==> config.mk <==
export PLATFORM = sky130hd
export DESIGN_NAME = hazard_scheduler_flat
export DESIGN_NICKNAME = d
export VERILOG_FILES = /design/src/rtl/hazard_scheduler_if.sv /design/src/rtl/hazard_scheduler.sv /design/src/flat_wrapper.sv
export SDC_FILE = /design/constraint.sdc
export NUM_CORES = 1
export LEC_CHECK = 0
export CORE_MARGIN = 2
export CORE_UTILIZATION = 35
export DETAILED_ROUTE_END_ITERATION = 7
export PLACE_DENSITY = 0.77
export SLEW_MARGIN = 5
export SYNTH_ARGS = -nofsm -noshare
export SYNTH_HDL_FRONTEND = slang
export SYNTH_SLANG_ARGS = --single-unit
export TNS_END_PERCENT = 5
==> constraint.sdc <==
create_clock -name CLK -period 1.4 [get_ports CLK]
set_input_delay 0.21 -clock CLK [delete_from_list [all_inputs] [get_ports CLK]]
set_output_delay 0.21 -clock CLK [all_outputs]
set_load 0.05 [all_outputs]
==> src/rtl/hazard_scheduler_if.sv <==
// Hazard scheduler bundle: pipeline register ids, control bits,
// stall/flush/forward controls (StallCount with HAZARD_SCHEDULER_PERF_CNT_EN).
interface hazard_scheduler_if #(
  parameter int REG_ADDR = 5
);
  logic [REG_ADDR-1:0] RsD, RtD, RsE, RtE;
  logic [REG_ADDR-1:0] WriteRegE, WriteRegM, WriteRegW;
  logic RegWriteE, RegWriteM, RegWriteW;
  logic MemtoRegE, MemtoRegM;
  logic BranchD, PCSrcTakenD, MulE;
  logic StallF, StallD, StallE;
  logic FlushD, FlushE, FlushM;
  logic ForwardAD, ForwardBD;
  logic [1:0] ForwardAE, ForwardBE;
  logic MulBusy;
`ifdef HAZARD_SCHEDULER_PERF_CNT_EN
  logic [31:0] StallCount;
`endif

  modport master (
    output RsD, RtD, RsE, RtE,
    output WriteRegE, WriteRegM, WriteRegW,
    output RegWriteE, RegWriteM, RegWriteW,
    output MemtoRegE, MemtoRegM,
    output BranchD, PCSrcTakenD, MulE,
    input  StallF, StallD, StallE,
    input  FlushD, FlushE, FlushM,
    input  ForwardAD, ForwardBD,
    input  ForwardAE, ForwardBE,
`ifdef HAZARD_SCHEDULER_PERF_CNT_EN
    input  StallCount,
`endif
    input  MulBusy
  );

  modport slave (
    input  RsD, RtD, RsE, RtE,
    input  WriteRegE, WriteRegM, WriteRegW,
    input  RegWriteE, RegWriteM, RegWriteW,
    input  MemtoRegE, MemtoRegM,
    input  BranchD, PCSrcTakenD, MulE,
    output StallF, StallD, StallE,
    output FlushD, FlushE, FlushM,
    output ForwardAD, ForwardBD,
    output ForwardAE, ForwardBE,
`ifdef HAZARD_SCHEDULER_PERF_CNT_EN
    output StallCount,
`endif
    output MulBusy
  );
endinterface

==> src/rtl/hazard_scheduler.sv <==
// Pipeline hazard unit: forwarding, load-use/branch stalls, multiply
// sequencer. Ports: CLK, RST, hz (slave). Macro HAZARD_SCHEDULER_PERF_CNT_EN.
module hazard_scheduler #(
  parameter int REG_ADDR = 5,
  parameter int MUL_LAT  = 4
) (
  input logic CLK,
  input logic RST,
  hazard_scheduler_if.slave hz
);

  typedef enum logic [1:0] {IDLE, RUN, DONE} state_t;

  localparam logic [3:0] LOAD = 4'(MUL_LAT - 2);

  state_t     state_q, state_d;
  logic [3:0] cnt_q, cnt_d;
  logic       lw, br, mul_stall;
  logic       stall_f;

  // Register 0 is hardwired, so it never creates a dependency.
  function automatic logic hit(
    input logic [REG_ADDR-1:0] a,
    input logic [REG_ADDR-1:0] b
  );
    return (a != '0) && (a == b);
  endfunction

  always_comb begin
    lw = hz.MemtoRegE &
         (hit(hz.RtE, hz.RsD) | hit(hz.RtE, hz.RtD));
    br = hz.BranchD &
         ((hz.RegWriteE &
           (hit(hz.WriteRegE, hz.RsD) |
            hit(hz.WriteRegE, hz.RtD))) |
          (hz.MemtoRegM &
           (hit(hz.WriteRegM, hz.RsD) |
            hit(hz.WriteRegM, hz.RtD))));
    mul_stall = hz.MulE && (state_q != DONE);
  end

  always_ff @(posedge CLK or posedge RST) begin
    if (RST) begin
      state_q <= IDLE;
      cnt_q   <= '0;
    end else begin
      state_q <= state_d;
      cnt_q   <= cnt_d;
    end
  end

  // The IDLE cycle plus the RUN cycles form the MUL_LAT-1 stalled
  // cycles; DONE is the final, unstalled Execute cycle.
  always_comb begin
    state_d = state_q;
    cnt_d   = cnt_q;
    unique case (state_q)
      IDLE: begin
        if (hz.MulE) begin
          state_d = RUN;
          cnt_d   = LOAD;
        end
      end
      RUN: begin
        // Leave once the decremented count reaches 0.
        if (cnt_q <= 4'd1) begin
          state_d = DONE;
          cnt_d   = '0;
        end else begin
          cnt_d = cnt_q - 4'd1;
        end
      end
      DONE:    state_d = IDLE;
      default: state_d = IDLE;
    endcase
  end

  always_comb begin
    hz.StallF    = 1'b0;
    hz.StallD    = 1'b0;
    hz.StallE    = 1'b0;
    hz.FlushD    = 1'b0;
    hz.FlushE    = 1'b0;
    hz.FlushM    = 1'b0;
    hz.ForwardAD = 1'b0;
    hz.ForwardBD = 1'b0;
    hz.ForwardAE = 2'b00;
    hz.ForwardBE = 2'b00;
    hz.MulBusy   = 1'b0;
    if (!RST) begin
      if (hz.RegWriteM && hit(hz.WriteRegM, hz.RsE))
        hz.ForwardAE = 2'b10;
      else if (hz.RegWriteW && hit(hz.WriteRegW, hz.RsE))
        hz.ForwardAE = 2'b01;
      if (hz.RegWriteM && hit(hz.WriteRegM, hz.RtE))
        hz.ForwardBE = 2'b10;
      else if (hz.RegWriteW && hit(hz.WriteRegW, hz.RtE))
        hz.ForwardBE = 2'b01;
      hz.ForwardAD = hz.RegWriteM & hit(hz.WriteRegM, hz.RsD);
      hz.ForwardBD = hz.RegWriteM & hit(hz.WriteRegM, hz.RtD);
      if (mul_stall) begin
        // Hold Execute; bubble what would leave it.
        hz.StallF = 1'b1;
        hz.StallD = 1'b1;
        hz.StallE = 1'b1;
        hz.FlushM = 1'b1;
      end else if (lw || br) begin
        hz.StallF = 1'b1;
        hz.StallD = 1'b1;
        hz.FlushE = 1'b1;
      end
      hz.FlushD  = hz.PCSrcTakenD & ~hz.StallD;
      hz.MulBusy = (state_q != IDLE);
    end
  end

  assign stall_f = hz.StallF;

`ifdef HAZARD_SCHEDULER_PERF_CNT_EN
  logic [31:0] stall_cnt_q;

  always_ff @(posedge CLK or posedge RST) begin
    if (RST)
      stall_cnt_q <= '0;
    else if (stall_f && (stall_cnt_q != '1))
      stall_cnt_q <= stall_cnt_q + 32'd1;
  end

  assign hz.StallCount = stall_cnt_q;
`else
  logic unused_stall_f;
  assign unused_stall_f = stall_f;
`endif

endmodule

==> src/flat_wrapper.sv <==
// flat-port wrapper written by rule: the top's interface ports become plain ports
module hazard_scheduler_flat 
#(
  parameter int REG_ADDR = 5,
  parameter int MUL_LAT  = 4
)
  (CLK, RST, hz_RsD, hz_RtD, hz_RsE, hz_RtE, hz_WriteRegE, hz_WriteRegM, hz_WriteRegW, hz_RegWriteE, hz_RegWriteM, hz_RegWriteW, hz_MemtoRegE, hz_MemtoRegM, hz_BranchD, hz_PCSrcTakenD, hz_MulE, hz_StallF, hz_StallD, hz_StallE, hz_FlushD, hz_FlushE, hz_FlushM, hz_ForwardAD, hz_ForwardBD, hz_ForwardAE, hz_ForwardBE, hz_MulBusy);
  hazard_scheduler_if #(.REG_ADDR(REG_ADDR)) hz_i ();
  input logic CLK;
  input logic RST;
  input wire logic [$bits(hz_i.RsD)-1:0] hz_RsD;
  input wire logic [$bits(hz_i.RtD)-1:0] hz_RtD;
  input wire logic [$bits(hz_i.RsE)-1:0] hz_RsE;
  input wire logic [$bits(hz_i.RtE)-1:0] hz_RtE;
  input wire logic [$bits(hz_i.WriteRegE)-1:0] hz_WriteRegE;
  input wire logic [$bits(hz_i.WriteRegM)-1:0] hz_WriteRegM;
  input wire logic [$bits(hz_i.WriteRegW)-1:0] hz_WriteRegW;
  input wire logic [$bits(hz_i.RegWriteE)-1:0] hz_RegWriteE;
  input wire logic [$bits(hz_i.RegWriteM)-1:0] hz_RegWriteM;
  input wire logic [$bits(hz_i.RegWriteW)-1:0] hz_RegWriteW;
  input wire logic [$bits(hz_i.MemtoRegE)-1:0] hz_MemtoRegE;
  input wire logic [$bits(hz_i.MemtoRegM)-1:0] hz_MemtoRegM;
  input wire logic [$bits(hz_i.BranchD)-1:0] hz_BranchD;
  input wire logic [$bits(hz_i.PCSrcTakenD)-1:0] hz_PCSrcTakenD;
  input wire logic [$bits(hz_i.MulE)-1:0] hz_MulE;
  output wire logic [$bits(hz_i.StallF)-1:0] hz_StallF;
  output wire logic [$bits(hz_i.StallD)-1:0] hz_StallD;
  output wire logic [$bits(hz_i.StallE)-1:0] hz_StallE;
  output wire logic [$bits(hz_i.FlushD)-1:0] hz_FlushD;
  output wire logic [$bits(hz_i.FlushE)-1:0] hz_FlushE;
  output wire logic [$bits(hz_i.FlushM)-1:0] hz_FlushM;
  output wire logic [$bits(hz_i.ForwardAD)-1:0] hz_ForwardAD;
  output wire logic [$bits(hz_i.ForwardBD)-1:0] hz_ForwardBD;
  output wire logic [$bits(hz_i.ForwardAE)-1:0] hz_ForwardAE;
  output wire logic [$bits(hz_i.ForwardBE)-1:0] hz_ForwardBE;
  output wire logic [$bits(hz_i.MulBusy)-1:0] hz_MulBusy;
  assign hz_i.RsD = hz_RsD;
  assign hz_i.RtD = hz_RtD;
  assign hz_i.RsE = hz_RsE;
  assign hz_i.RtE = hz_RtE;
  assign hz_i.WriteRegE = hz_WriteRegE;
  assign hz_i.WriteRegM = hz_WriteRegM;
  assign hz_i.WriteRegW = hz_WriteRegW;
  assign hz_i.RegWriteE = hz_RegWriteE;
  assign hz_i.RegWriteM = hz_RegWriteM;
  assign hz_i.RegWriteW = hz_RegWriteW;
  assign hz_i.MemtoRegE = hz_MemtoRegE;
  assign hz_i.MemtoRegM = hz_MemtoRegM;
  assign hz_i.BranchD = hz_BranchD;
  assign hz_i.PCSrcTakenD = hz_PCSrcTakenD;
  assign hz_i.MulE = hz_MulE;
  assign hz_StallF = hz_i.StallF;
  assign hz_StallD = hz_i.StallD;
  assign hz_StallE = hz_i.StallE;
  assign hz_FlushD = hz_i.FlushD;
  assign hz_FlushE = hz_i.FlushE;
  assign hz_FlushM = hz_i.FlushM;
  assign hz_ForwardAD = hz_i.ForwardAD;
  assign hz_ForwardBD = hz_i.ForwardBD;
  assign hz_ForwardAE = hz_i.ForwardAE;
  assign hz_ForwardBE = hz_i.ForwardBE;
  assign hz_MulBusy = hz_i.MulBusy;
  hazard_scheduler #(.REG_ADDR(REG_ADDR), .MUL_LAT(MUL_LAT)) u_core (.CLK(CLK), .RST(RST), .hz(hz_i));
endmodule
# [Word-level counts from Yosys, hierarchy flattened]
# Cells that the tools add are included.
[totals] regBits=6 latch_bits=0 ram_bits=0 mem_bits_ro=0 input_bits=45 out_inout_bits=13 wordCells=80 n_memories=0
[op_classes] addsub=1 mul=0 div_mod_pow=0 magnitude_cmp=1 eq_ne=14 shifts=0 muxes=25 n_bitwise=12 n_reduce_logical=25
[op_table] cell="$eq A5 B5 Y1" count=10
[op_table] cell="$reduce_bool A5 Y1" count=4
[op_table] cell="$logic_and A1 B1 Y1" count=15
[op_table] cell="$mux W1" count=15
[op_table] cell="$mux W2" count=6
[op_table] cell="$mux W4" count=2
[op_table] cell="$pmux W4 S2" count=1
[op_table] cell="$and A1 B1 Y1" count=7
[op_table] cell="$le A4 B1 Y1 const B" count=1
[op_table] cell="$ne A2 B2 Y1 const B" count=2
[op_table] cell="$or A1 B1 Y1" count=4
[op_table] cell="$pmux W2 S2" count=1
[op_table] cell="$reduce_and A2 Y1" count=2
[op_table] cell="$reduce_bool A2 Y1" count=2
[op_table] cell="$sub A4 B1 Y4 const B" count=1
[op_table] cell="$eq A2 B1 Y1 const B" count=1
[op_table] cell="$logic_not A2 Y1" count=1
[op_table] cell="$ne A2 B1 Y1 const B" count=1
[op_table] cell="$logic_or A1 B1 Y1" count=1
[op_table] cell="$not A1 Y1" count=1

# [Depth between registers and ports, before layout]
# Gate-level depths: netlist of the first run.
[depth] word_depth=13 depth_mapped=7 mapped_depth_nobuf=6

# [Worst setup path after synthesis of the first run]
# Ideal clock, no wire load.
[synth_path] path_kind="in2out" from="input port RST" to="output port hz_ForwardAE[0]" arrival_time_ns=2.510 required_time_ns=1.190 setup_slack_ns=-1.320 path_stages=4 path_buffers=0 path_cell_list="inv_1 o211ai_1 or4_1 nor4_1"
[synth_between] elab_chain_len=1
[synth_lines] element="from (decl)" line="flat_wrapper.sv:10" text="input logic RST;"
[synth_lines] element="$mux W2" line="hazard_scheduler.sv:90" text="if (!RST) begin"
[synth_lines] element="to (decl)" line="flat_wrapper.sv:34" text="output wire logic [$bits(hz_i.ForwardAE)-1:0] hz_ForwardAE;"
# Every way passes these cells.

# [Final worst setup path of the first run]
[layout_path] from="input port hz_WriteRegE[1]" to="output port hz_StallF"
[layout_between] elab_chain_len=10 elab_cells_between_ends=13 classes_between="eq/ne: 2; mux: 3; bitwise: 4; reduce/logical: 4"
[layout_lines] element="from (decl)" line="flat_wrapper.sv:15" text="input wire logic [$bits(hz_i.WriteRegE)-1:0] hz_WriteRegE;"
[layout_lines] element="$eq A5 B5 Y1 or $reduce_bool A5 Y1 (tied branches)" line="hazard_scheduler.sv:26" text="return (a != '0) && (a == b);"
[layout_lines] element="$logic_and A1 B1 Y1" line="hazard_scheduler.sv:26"
[layout_lines] element="$or A1 B1 Y1 *" line="hazard_scheduler.sv:34" text="(hit(hz.WriteRegE, hz.RsD) |"
[layout_lines] element="$and A1 B1 Y1 *" line="hazard_scheduler.sv:33" text="((hz.RegWriteE &"
[layout_lines] element="$or A1 B1 Y1 *" line="hazard_scheduler.sv:35" text="hit(hz.WriteRegE, hz.RtD))) |"
[layout_lines] element="$and A1 B1 Y1 *" line="hazard_scheduler.sv:32" text="br = hz.BranchD &"
[layout_lines] element="$logic_or A1 B1 Y1 *" line="hazard_scheduler.sv:107" text="end else if (lw || br) begin"
[layout_lines] element="$mux W1 *" line="hazard_scheduler.sv:107"
[layout_lines] element="$mux W1 *" line="hazard_scheduler.sv:101" text="if (mul_stall) begin"
[layout_lines] element="$mux W1 *" line="hazard_scheduler.sv:90"
[layout_lines] element="to (decl)" line="flat_wrapper.sv:26" text="output wire logic [$bits(hz_i.StallF)-1:0] hz_StallF;"
# Mark *: on every way between the ends. The rest lies on a longest branch, timed or not.

==> run summary, run 1 <==
Worst setup path class: primary input to output port
Final period util: 1.31
Largest net degree at the start of global routing: 7
Root Driver: clkbuf_4
Register area share after synthesis: 0.140
Vias: 1379
Worst-Margin Slew: 400 ps
Reg clk slew, reported paths: 50 ps
Final worst setup slack: -435 ps
Clock Skew: 9.48 ps
Post-route ant nets: 0
Core ar.: 0.00298 mm^2
Port Buf Inserts: 57
Run status: finished with violations
Final Core Density: 0.755
Max-cap violations: 0
Power Total: 0.00168 W
Leading area contributor after synthesis: xnor2_1
Top-area cell type share of the netlist area: 0.245
CTS tree: yes
Share of layout cells above drive strength 1: 0.494
Peak supply drop: 0.392 mV
Element type at the critical path end: output port
Required time of the critical path: 1190 ps
Leak: 0.972 nW
Synth Warn #: 0
Drt total wl: 3980 um
Total GRT Usage: 0.235
Failing checks: negative setup slack
Clk_lat worst skew: 260 ps
Fin nets: 284
Rel. slew slack: 0.731
Die ar.: 0.00353 mm^2
Minimum clock period: 1830 ps
Critical path peak fanout: 3
Min Hold Slack: 549 ps
Cell count after synthesis: 143
Die Y: 59.4 um
Unrepaired setup endpoints after global routing: yes
Post-route cell area: 0.00225 mm^2
Arr. time, crit path: 1620 ps
Wire length per cell: 14.9 um
CP Launch Type: primary input
Max Fclk: 545 MHz
Place WS: -811 ps
Synthesized Nets: 190
Slew Limit Fails: 0
Vias in the first global route: 1428
Ports: 58
DRT Pass-1 Iters: 5
Number of synthesized register bits: 6
Clock buffer count from CTS: 3
Vias per cell: 5.15
GPL Wtd Cong: 0.891
PwrDens: 748 mW/mm^2
Residual DRC: 0
DR iter-0 viols: 38
Hpwl dp: 2880 um
Die W: 59.4 um
Row Count: 20
Synth cell types: 31
Initial core utilization: 0.361
First-pass GRT wire length: 6360 um
Sink Count: 6
Antenna cells: 0
Hold Path Class: primary input to flip-flop
Placed cell areas: 0.00214 mm^2
Setup Viol. Count Final: 12
Ranking of synthesized cells by area: xnor2_1 (24%), xor2_1 (16%), dfrtp_1 (14%)
Synth Area per Inst: 7.51 um^2
Synth-to-Final Area Change: 110%
H-tree depth: 1
Final Hold Fails: 0
Area of the mapped netlist: 0.00107 mm^2
Initial antenna violation count: 0
CTS max path bufs: 2
GR Overflow Total: 0
==> layer usage <==
| metal | track usage | routed length, um |
|---|---|---|
| met5 | 0 | 0 |
| met4 | 0.0649 | 37 |
| met3 | 0.0218 | 205 |
| met2 | 0.435 | 2220 |
| met1 | 0.285 | 1520 |
==> stage by stage <==
stage,cells,TNS [ps]
6_report,268,-3720
5_1_grt,268,-4420
4_1_cts,268,-3840
3_5_place_dp,262,-7600
3_3_place_gp,262,-7200
2_1_floorplan,143,-3610
==> critical path, cell delays in order <==
cell and delay (ps):
buf_6 90, or3_1 370, o311a_1 310, a32oi_2 210, buf_4 160, a31oi_4 110
buf_12 170
==> cell usage in the layout (no fill, tap or decap), types with 3 or more instances in the layout <==
cell type	Yosys	routed
dfrtp_1	6	6
xor2_1	20	18
clkbuf_2	0	10
clkdlybuf4s15_2	0	4
nand3_1	9	9
nand2_1	10	8
inv_1	6	4
nor2_1	9	6
nor3_1	7	3
buf_4	2	38
clkbuf_4	0	3
xnor2_2	0	3
nor4_4	0	3
buf_6	0	9
buf_12	0	13
dlygate4sd2_1	0	9
buf_2	5	7
clkdlybuf4s50_1	0	6
xnor2_1	30	27
==> repair_timing <==
item,CTS,global route
buffers inserted,2,0
gates resized for setup,105,34
pin swaps,18,20
endpoints found under the setup margin,13,17
hold buffers,1,0
endpoints found under the hold margin,6,0
gates cloned,0,0
==> final timing paths <==
| path | startpoint | endpoint | cells after the start | slack (ps) |
|---|---|---|---|---|
| min in group asynchronous | RST | u_core.cnt_q[1] | 4 | 610 |
| max | hz_WriteRegE[1] | hz_StallF | 7 | -430 |
| min reg2reg | u_core.cnt_q[3] | u_core.cnt_q[3] | 1 | 580 |
| max reg2reg | u_core.cnt_q[0] | u_core.cnt_q[1] | 7 | 60 |
| max in group asynchronous | RST | u_core.cnt_q[2] | 4 | 550 |
| min | hz_MulE | u_core.state_q[0] | 3 | 550 |
==> synthesized netlist by cell type (all sizes together) <==
cell type	instances
a21o	2
a21oi	3
a22o	1
a31oi	1
a32o	1
a32oi	1
and2	2
and4bb	1
buf	8
clkbuf	4
dfrtp	6
ha	2
inv	6
nand2	10
nand3	9
nand4	1
nor2	9
nor3	7
nor4	4
o211ai	1
o21a	1
o21ai	4
o22ai	2
o311a	1
o31ai	1
or3	2
or4	3
xnor2	30
xor2	20
==> flip-flops by register name, indices dropped and copies added, names as in the netlist <==
name            cells
u_core.state_q      2
u_core.cnt_q        4
==> cell type report <==
class	instances	area [um^2]
multi-input combinational	119	1040
inverter	6	26.3
sequential	6	150
tap	33	41.3
clock buffer	3	22.5
fill	202	728
timing repair buffer	101	971
==> power breakdown <==
group / switching (W) / internal, W
sequential: 0.0000527 / 0.000247
clock: 0.0000787 / 0.0000981
combinational: 0.000626 / 0.000580
==> kinds of logic (layout without fill, tap and decap cells) <==
group	count (synthesis)	after routing	share of synthesized area
xor gates and xnor gates	50	50	0.408
DFF	6	6	0.140
buffers and inverters	18	110	0.0757
AOI/OAI and AO/OA	19	19	0.127
and+or+nand+nor	48	48	0.226
adders and majority gates	2	2	0.0233
Note: power is estimated with default switching activity, not from simulation.
==> run 2, diff against run 1 <==
CTS_BUF_LIST = sky130_fd_sc_hd__clkbuf_8 sky130_fd_sc_hd__clkbuf_16   (was default)
==> run summary, run 2 (synthesized netlist as in run 1, its figures left out) <==
Worst setup path class: primary input to output port (unchanged)
First-pass GRT wire length: 6310 um (was 6360 um)
Arr. time, crit path: 1630 ps (was 1620 ps)
GR Overflow Total: 0 (unchanged)
Peak supply drop: 0.378 mV (was 0.392 mV)
Hpwl dp: 2880 um (unchanged)
DR iter-0 viols: 28 (was 38)
Core ar.: 0.00298 mm^2 (unchanged)
Port Buf Inserts: 57 (unchanged)
Vias: 1327 (was 1379)
Setup Viol. Count Final: 12 (unchanged)
Fin nets: 283 (was 284)
H-tree depth: 1 (unchanged)
Top reg by flops: u_core.cnt_q (unchanged)
Most frequent cells in the layout: buf_4 (38), xnor2_1 (26), xor2_1 (20), buf_12 (13), clkbuf_2 (10) (was buf_4 (38), xnor2_1 (27), xor2_1 (18), buf_12 (13), clkbuf_2 (10))
Share of layout cells above drive strength 1: 0.483 (was 0.494)
Internal power: 0.000999 W (was 0.000925 W)
DRT Pass-1 Iters: 4 (was 5)
Failing checks: negative setup slack (unchanged)
Final period util: 1.31 (about the same)
GPL Wtd Cong: 0.891 (unchanged)
Leak: 0.976 nW (was 0.972 nW)
Sink Count: 6 (unchanged)
Drt total wl: 3710 um (was 3980 um)
Fill cell count: 206 (was 202)
Worst-Margin Slew: 348 ps (was 400 ps)
R2r setup slk: 100 ps (was 60 ps)
Max-cap violations: 0 (unchanged)
Initial antenna violation count: 0 (unchanged)
Vias per cell: 4.97 (was 5.15)
Root Driver: clkbuf_8 (was clkbuf_4)
Total GRT Usage: 0.233 (was 0.235)
Die ar.: 0.00353 mm^2 (unchanged)
Slew Limit Fails: 0 (unchanged)
Switching portion of total power: 0.416 (was 0.450)
Vias in the first global route: 1437 (was 1428)
Psw: 0.000711 W (was 0.000758 W)
Worst r2r dst: u_core.cnt_q[3] (was u_core.cnt_q[1])
Initial core utilization: 0.361 (unchanged)
Required time of the critical path: 1190 ps (about the same)
Wire length per cell: 13.9 um (was 14.9 um)
Die Y: 59.4 um (unchanged)
Regs by FF count: u_core.cnt_q: 4 flops, u_core.state_q: 2 flops (unchanged)
Synth-to-Final Area Change: 108% (was 110%)
Critical path peak fanout: 3 (unchanged)
Clock buffer count from CTS: 3 (unchanged)
CP Launch Type: primary input (unchanged)
Hold Buf Count CTS: 0 (was 1)
Clk_lat worst skew: 230 ps (was 260 ps)
CTS tree: yes (unchanged)
Run status: finished with violations (unchanged)
Ports: 58 (unchanged)
Sequential power share: 0.175 (was 0.178)
Hold Path Class: primary input to asynchronous set/reset pin (was primary input to flip-flop)
Die W: 59.4 um (unchanged)
Reg2Reg Depth: 3 (was 7)
Max Fclk: 545 MHz (about the same)
Element type at the critical path end: output port (unchanged)
Post-route ant nets: 0 (unchanged)
Unrepaired setup endpoints after global routing: yes (unchanged)
Min Hold Slack: 14.5 ps (was 549 ps)
Final Hold Fails: 0 (unchanged)
PwrDens: 764 mW/mm^2 (was 748 mW/mm^2)
CTS max path bufs: 2 (unchanged)
Clock Skew: 2.88 ps (was 9.48 ps)
Final worst setup slack: -435 ps (about the same)
Largest net degree at the start of global routing: 10 (was 7)
Clk pwr share: 0.158 (was 0.105)
Minimum clock period: 1840 ps (was 1830 ps)
Reg clk slew, reported paths: 40 ps (was 50 ps)
Reg-to-Reg Start: u_core.cnt_q[0] (unchanged)
Rel. slew slack: 0.767 (was 0.731)
Max reg flops: 4 (unchanged)
Antenna cells: 0 (unchanged)
Row Count: 20 (unchanged)
Power Total: 0.00171 W (was 0.00168 W)
Place WS: -811 ps (unchanged)
Most common cell after layout, fill and taps aside: buf_4 (unchanged)
Residual DRC: 0 (unchanged)
Final Core Density: 0.751 (was 0.755)
Gate power share: 0.668 (was 0.717)
-- run 2: cell count changes in the layout (fill, tap and decap cells not counted) --
cell	change
xnor2_2	+1
nor2_2	-1
buf_2	+1
o31ai_2	-1
clkdlybuf4s15_2	-1
o31ai_1	+1
xor2_1	+2
xor2_2	-2
nor2_1	+1
clkbuf_8	+3
xnor2_1	-1
dlygate4sd3_1	-1
clkbuf_4	-3
-- run 2: cell type report --
type | count | area (um^2) | area share
sequential | 6 | 150 | 0.0671
multi-input combinational | 119 | 1020 | 0.457
inverter | 6 | 26.3 | 0.0117
tap | 33 | 41.3 | 0.0185
timing repair buffer | 100 | 955 | 0.427
clock buffer | 3 | 41.3 | 0.0185
-- run 2: how the worst max path moves through the flow --
stage                     from   endpoint  cells after the start
4_1_cts        hz_WriteRegE[3]  hz_FlushD                      6
3_5_place_dp         hz_RtE[0]  hz_StallF                      8
5_1_grt        hz_WriteRegE[0]  hz_StallF                      7
2_1_floorplan  hz_WriteRegM[4]  hz_StallF                      7
3_3_place_gp         hz_RtE[0]  hz_StallF                      8
6_report       hz_WriteRegE[1]  hz_StallD                      7
-- run 2: routing by layer --
metal / vias up / part of all wire / global-route usage
li1: 666 / - / -
met1: 618 / 0.41 / 0.282
met2: 37 / 0.53 / 0.421
met3: 6 / 0.040 / 0.0349
met4: 0 / 0.012 / 0.0682
met5: - / 0 / 0
-- run 2: critical path, cell delays in order --
cell and delay [ps]:
buf_6 90, or3_1 370, o311a_1 310, a32oi_2 210
buf_4 160, a31oi_4 110, buf_12 170
-- run 2: timing repair --
action	4_1_cts	5_1_grt
gates cloned	0	0
buffers inserted	2	0
pin swaps	16	22
gates resized for setup	104	33
setup endpoints to repair	13	14
-- run 2: per-stage QoR --
| step | cells | cell area, um^2 | TNS [ps] |
|---|---|---|---|
| 6_report | 267 | 2240 | -3530 |
| 5_1_grt | 267 | 2240 | -4410 |
| 4_1_cts | 267 | 2230 | -3970 |
| 3_5_place_dp | 262 | 2140 | -7600 |
| 3_3_place_gp | 262 | 2140 | -7200 |
| 2_1_floorplan | 143 | 1170 | -3610 |
-- run 2: power by group through the flow --
stage / Combinational, W / Clock, W / Sequential (W)
2_1_floorplan: 0.000605 / 0 / 0.000303
3_3_place_gp: 0.00107 / 0 / 0.000289
3_5_place_dp: 0.00110 / 0 / 0.000295
4_1_cts: 0.00112 / 0.000272 / 0.000298
5_1_grt: 0.00125 / 0.000282 / 0.000306
6_report: 0.00114 / 0.000270 / 0.000299
==> run 3, diff against run 2 <==
--- a/config.mk
+++ b/config.mk
@@ -6,5 +6,5 @@
 export NUM_CORES = 1
 export LEC_CHECK = 0
-export CORE_MARGIN = 2
+export CORE_MARGIN = 5
 export CORE_UTILIZATION = 35
 export CTS_BUF_LIST = sky130_fd_sc_hd__clkbuf_8 sky130_fd_sc_hd__clkbuf_16
==> constraint.sdc (replaced) <==
create_clock -name CLK -period 1.4 [get_ports CLK]
set_input_delay 0.21 -clock CLK [delete_from_list [all_inputs] [get_ports CLK]]
set_output_delay 0.21 -clock CLK [all_outputs]
set_load 0.005 [all_outputs]
==> run summary, run 3 (synthesized netlist as in run 1, its figures left out) <==
Run status: finished with violations (unchanged)
Failing checks: negative hold slack, negative setup slack (was negative setup slack)
Placed Cells: 257 (was 262)
GPL Wtd Cong: 0.791 (was 0.891)
First-pass GRT wire length: 7060 um (was 6310 um)
Final Hold Fails: 6 (was 0)
Slowest CP cell: nor4_2 (was or3_1)
Root Driver: clkbuf_8 (unchanged)
Layout Cells excl Fill: 270 (was 267)
Share of layout cells above drive strength 1: 0.506 (was 0.483)
Port Buf Inserts: 57 (unchanged)
Top reg by flops: u_core.cnt_q (unchanged)
Element type at the critical path end: output port (unchanged)
Max-cap violations: 0 (unchanged)
Wire length per cell: 17.9 um (was 13.9 um)
CP max stage delay: 270 ps (was 370 ps)
CP Launch Type: primary input (unchanged)
Unrepaired setup endpoints after global routing: yes (unchanged)
Min Hold Slack: -24.6 ps (was 14.5 ps)
Clock Skew: 1.48 ps (was 2.88 ps)
Die W: 65.4 um (was 59.4 um)
CTS max path bufs: 2 (unchanged)
Initial core utilization: 0.358 (was 0.361)
Critical path peak fanout: 4 (was 3)
Max Fclk: 555 MHz (was 545 MHz)
Reg clk slew, reported paths: 40 ps (about the same)
Drt total wl: 4840 um (was 3710 um)
CP bufs+invs: 5 (was 3)
Die ar.: 0.00427 mm^2 (was 0.00353 mm^2)
Final worst setup slack: -402 ps (was -435 ps)
Core ar.: 0.00300 mm^2 (was 0.00298 mm^2)
Worst setup path class: primary input to output port (unchanged)
Residual DRC: 0 (unchanged)
Antenna cells: 0 (unchanged)
Power Total: 0.00168 W (was 0.00171 W)
Synth-to-Final Area Change: 102% (was 108%)
Ports: 58 (unchanged)
Minimum clock period: 1800 ps (was 1840 ps)
Die Y: 65.4 um (was 59.4 um)
Fin nets: 286 (was 283)
Rel. slew slack: 0.702 (was 0.767)
Fill cell count: 228 (was 206)
Worst-Margin Slew: 445 ps (was 348 ps)
Most frequent cells in the layout: buf_4 (41), xnor2_1 (23), buf_2 (18), xor2_1 (15), buf_6 (13) (was buf_4 (38), xnor2_1 (26), xor2_1 (20), buf_12 (13), clkbuf_2 (10))
PwrDens: 774 mW/mm^2 (was 764 mW/mm^2)
Reg-to-Reg Start: u_core.cnt_q[0] (unchanged)
DRT Pass-1 Iters: 4 (unchanged)
Most common cell after layout, fill and taps aside: buf_4 (unchanged)
DR iter-0 viols: 95 (was 28)
Arr. time, crit path: 1590 ps (was 1630 ps)
Worst path most repeated cell: buf_4
Vias in the first global route: 1601 (was 1437)
Max reg flops: 4 (unchanged)
Crit path cell chain: buf_8 > nor3_2 > nand2_1 > nand2_2 > buf_4 > buf_6 > nor4_4 > buf_4 > nor4_2 > buf_2 (was buf_6 > or3_1 > o311a_1 > a32oi_2 > buf_4 > a31oi_4 > buf_12)
Leak: 0.978 nW (was 0.976 nW)
Vias: 1484 (was 1327)
Cell family with most CP delay: simple AND/OR/NAND/NOR gates (was compound AO/OA/AOI/OAI gates)
Regs by FF count: u_core.cnt_q: 4 flops, u_core.state_q: 2 flops (unchanged)
Worst r2r dst: u_core.cnt_q[0] (was u_core.cnt_q[3])
Peak supply drop: 0.434 mV (was 0.378 mV)
Clock buffer count from CTS: 3 (unchanged)
GR Overflow Total: 0 (unchanged)
Hpwl dp: 3320 um (was 2880 um)
Sink Count: 6 (unchanged)
H-tree depth: 1 (unchanged)
Vias per cell: 5.50 (was 4.97)
Row Count: 20 (unchanged)
Setup Viol. Count Final: 11 (was 12)
Largest net degree at the start of global routing: 10 (unchanged)
Hold Path Class: primary input to asynchronous set/reset pin (unchanged)
Total GRT Usage: 0.210 (was 0.233)
R2r setup slk: 20 ps (was 100 ps)
CTS tree: yes (unchanged)
Clk_lat worst skew: 230 ps (about the same)
Final period util: 1.29 (was 1.31)
Post-route ant nets: 0 (unchanged)
Initial antenna violation count: 0 (unchanged)
Required time of the critical path: 1190 ps (about the same)
Slew Limit Fails: 0 (unchanged)
Place WS: -1110 ps (was -811 ps)
Reg2Reg Depth: 5 (was 3)
## run 3: stage by stage
step	util	area, um^2	TNS [ps]	hold WS, ps
2_1_floorplan	-	1080	-395	27.4
4_1_cts	0.683	2050	-3270	144
3_3_place_gp	0.634	1900	-10760	539
5_1_grt	0.722	2170	-3320	-2.06
3_5_place_dp	0.634	1900	-11270	555
6_report	0.722	2170	-2630	-24.6
## run 3: timing repair
item	4_1_cts	5_1_grt
hold buffers	0	0
gates resized for setup	160	68
pin swaps	29	23
endpoints found under the hold margin	0	0
setup endpoints to repair	13	17
setup buffers	8	4
## run 3: cell type report
| class | count | area [um^2] | area share |
|---|---|---|---|
| clock buffers | 3 | 41.3 | 0.0190 |
| inverters | 6 | 22.5 | 0.0104 |
| multi-input cells | 119 | 1090 | 0.502 |
| flip-flops and latches | 6 | 150 | 0.0692 |
| well taps | 33 | 41.3 | 0.0190 |
| repair buffers | 103 | 825 | 0.380 |
## run 3: where the power goes
part,internal (W),leakage (nW),switching [W]
Sequential,0.000248,0.0755,0.0000619
Clock,0.000186,0.0216,0.0000869
Combinational,0.000530,0.881,0.000565
Total,0.000964,0.978,0.000714
## run 3: worst max path at each step
stage	endpoint	cells after the start	from
finish	hz_ForwardBE[0]	10	hz_WriteRegM[1]
global route	hz_FlushE	8	hz_RtE[3]
CTS	hz_StallD	7	hz_WriteRegE[3]
detailed placement	hz_ForwardBE[1]	7	hz_WriteRegM[4]
global placement	hz_ForwardBE[0]	6	hz_WriteRegW[4]
floorplan	hz_StallF	5	hz_WriteRegE[1]
## run 3: per-layer routing
layer,share of wire,track usage,routed length (um)
met5,0,0,0
met4,0.026,0.0751,124
met1,0.35,0.202,1700
met3,0.059,0.0410,285
met2,0.56,0.429,2730
## run 3: worst min-delay path: stages
cell and delay [ps]:
clkbuf_2 100, inv_2 60, buf_4 170
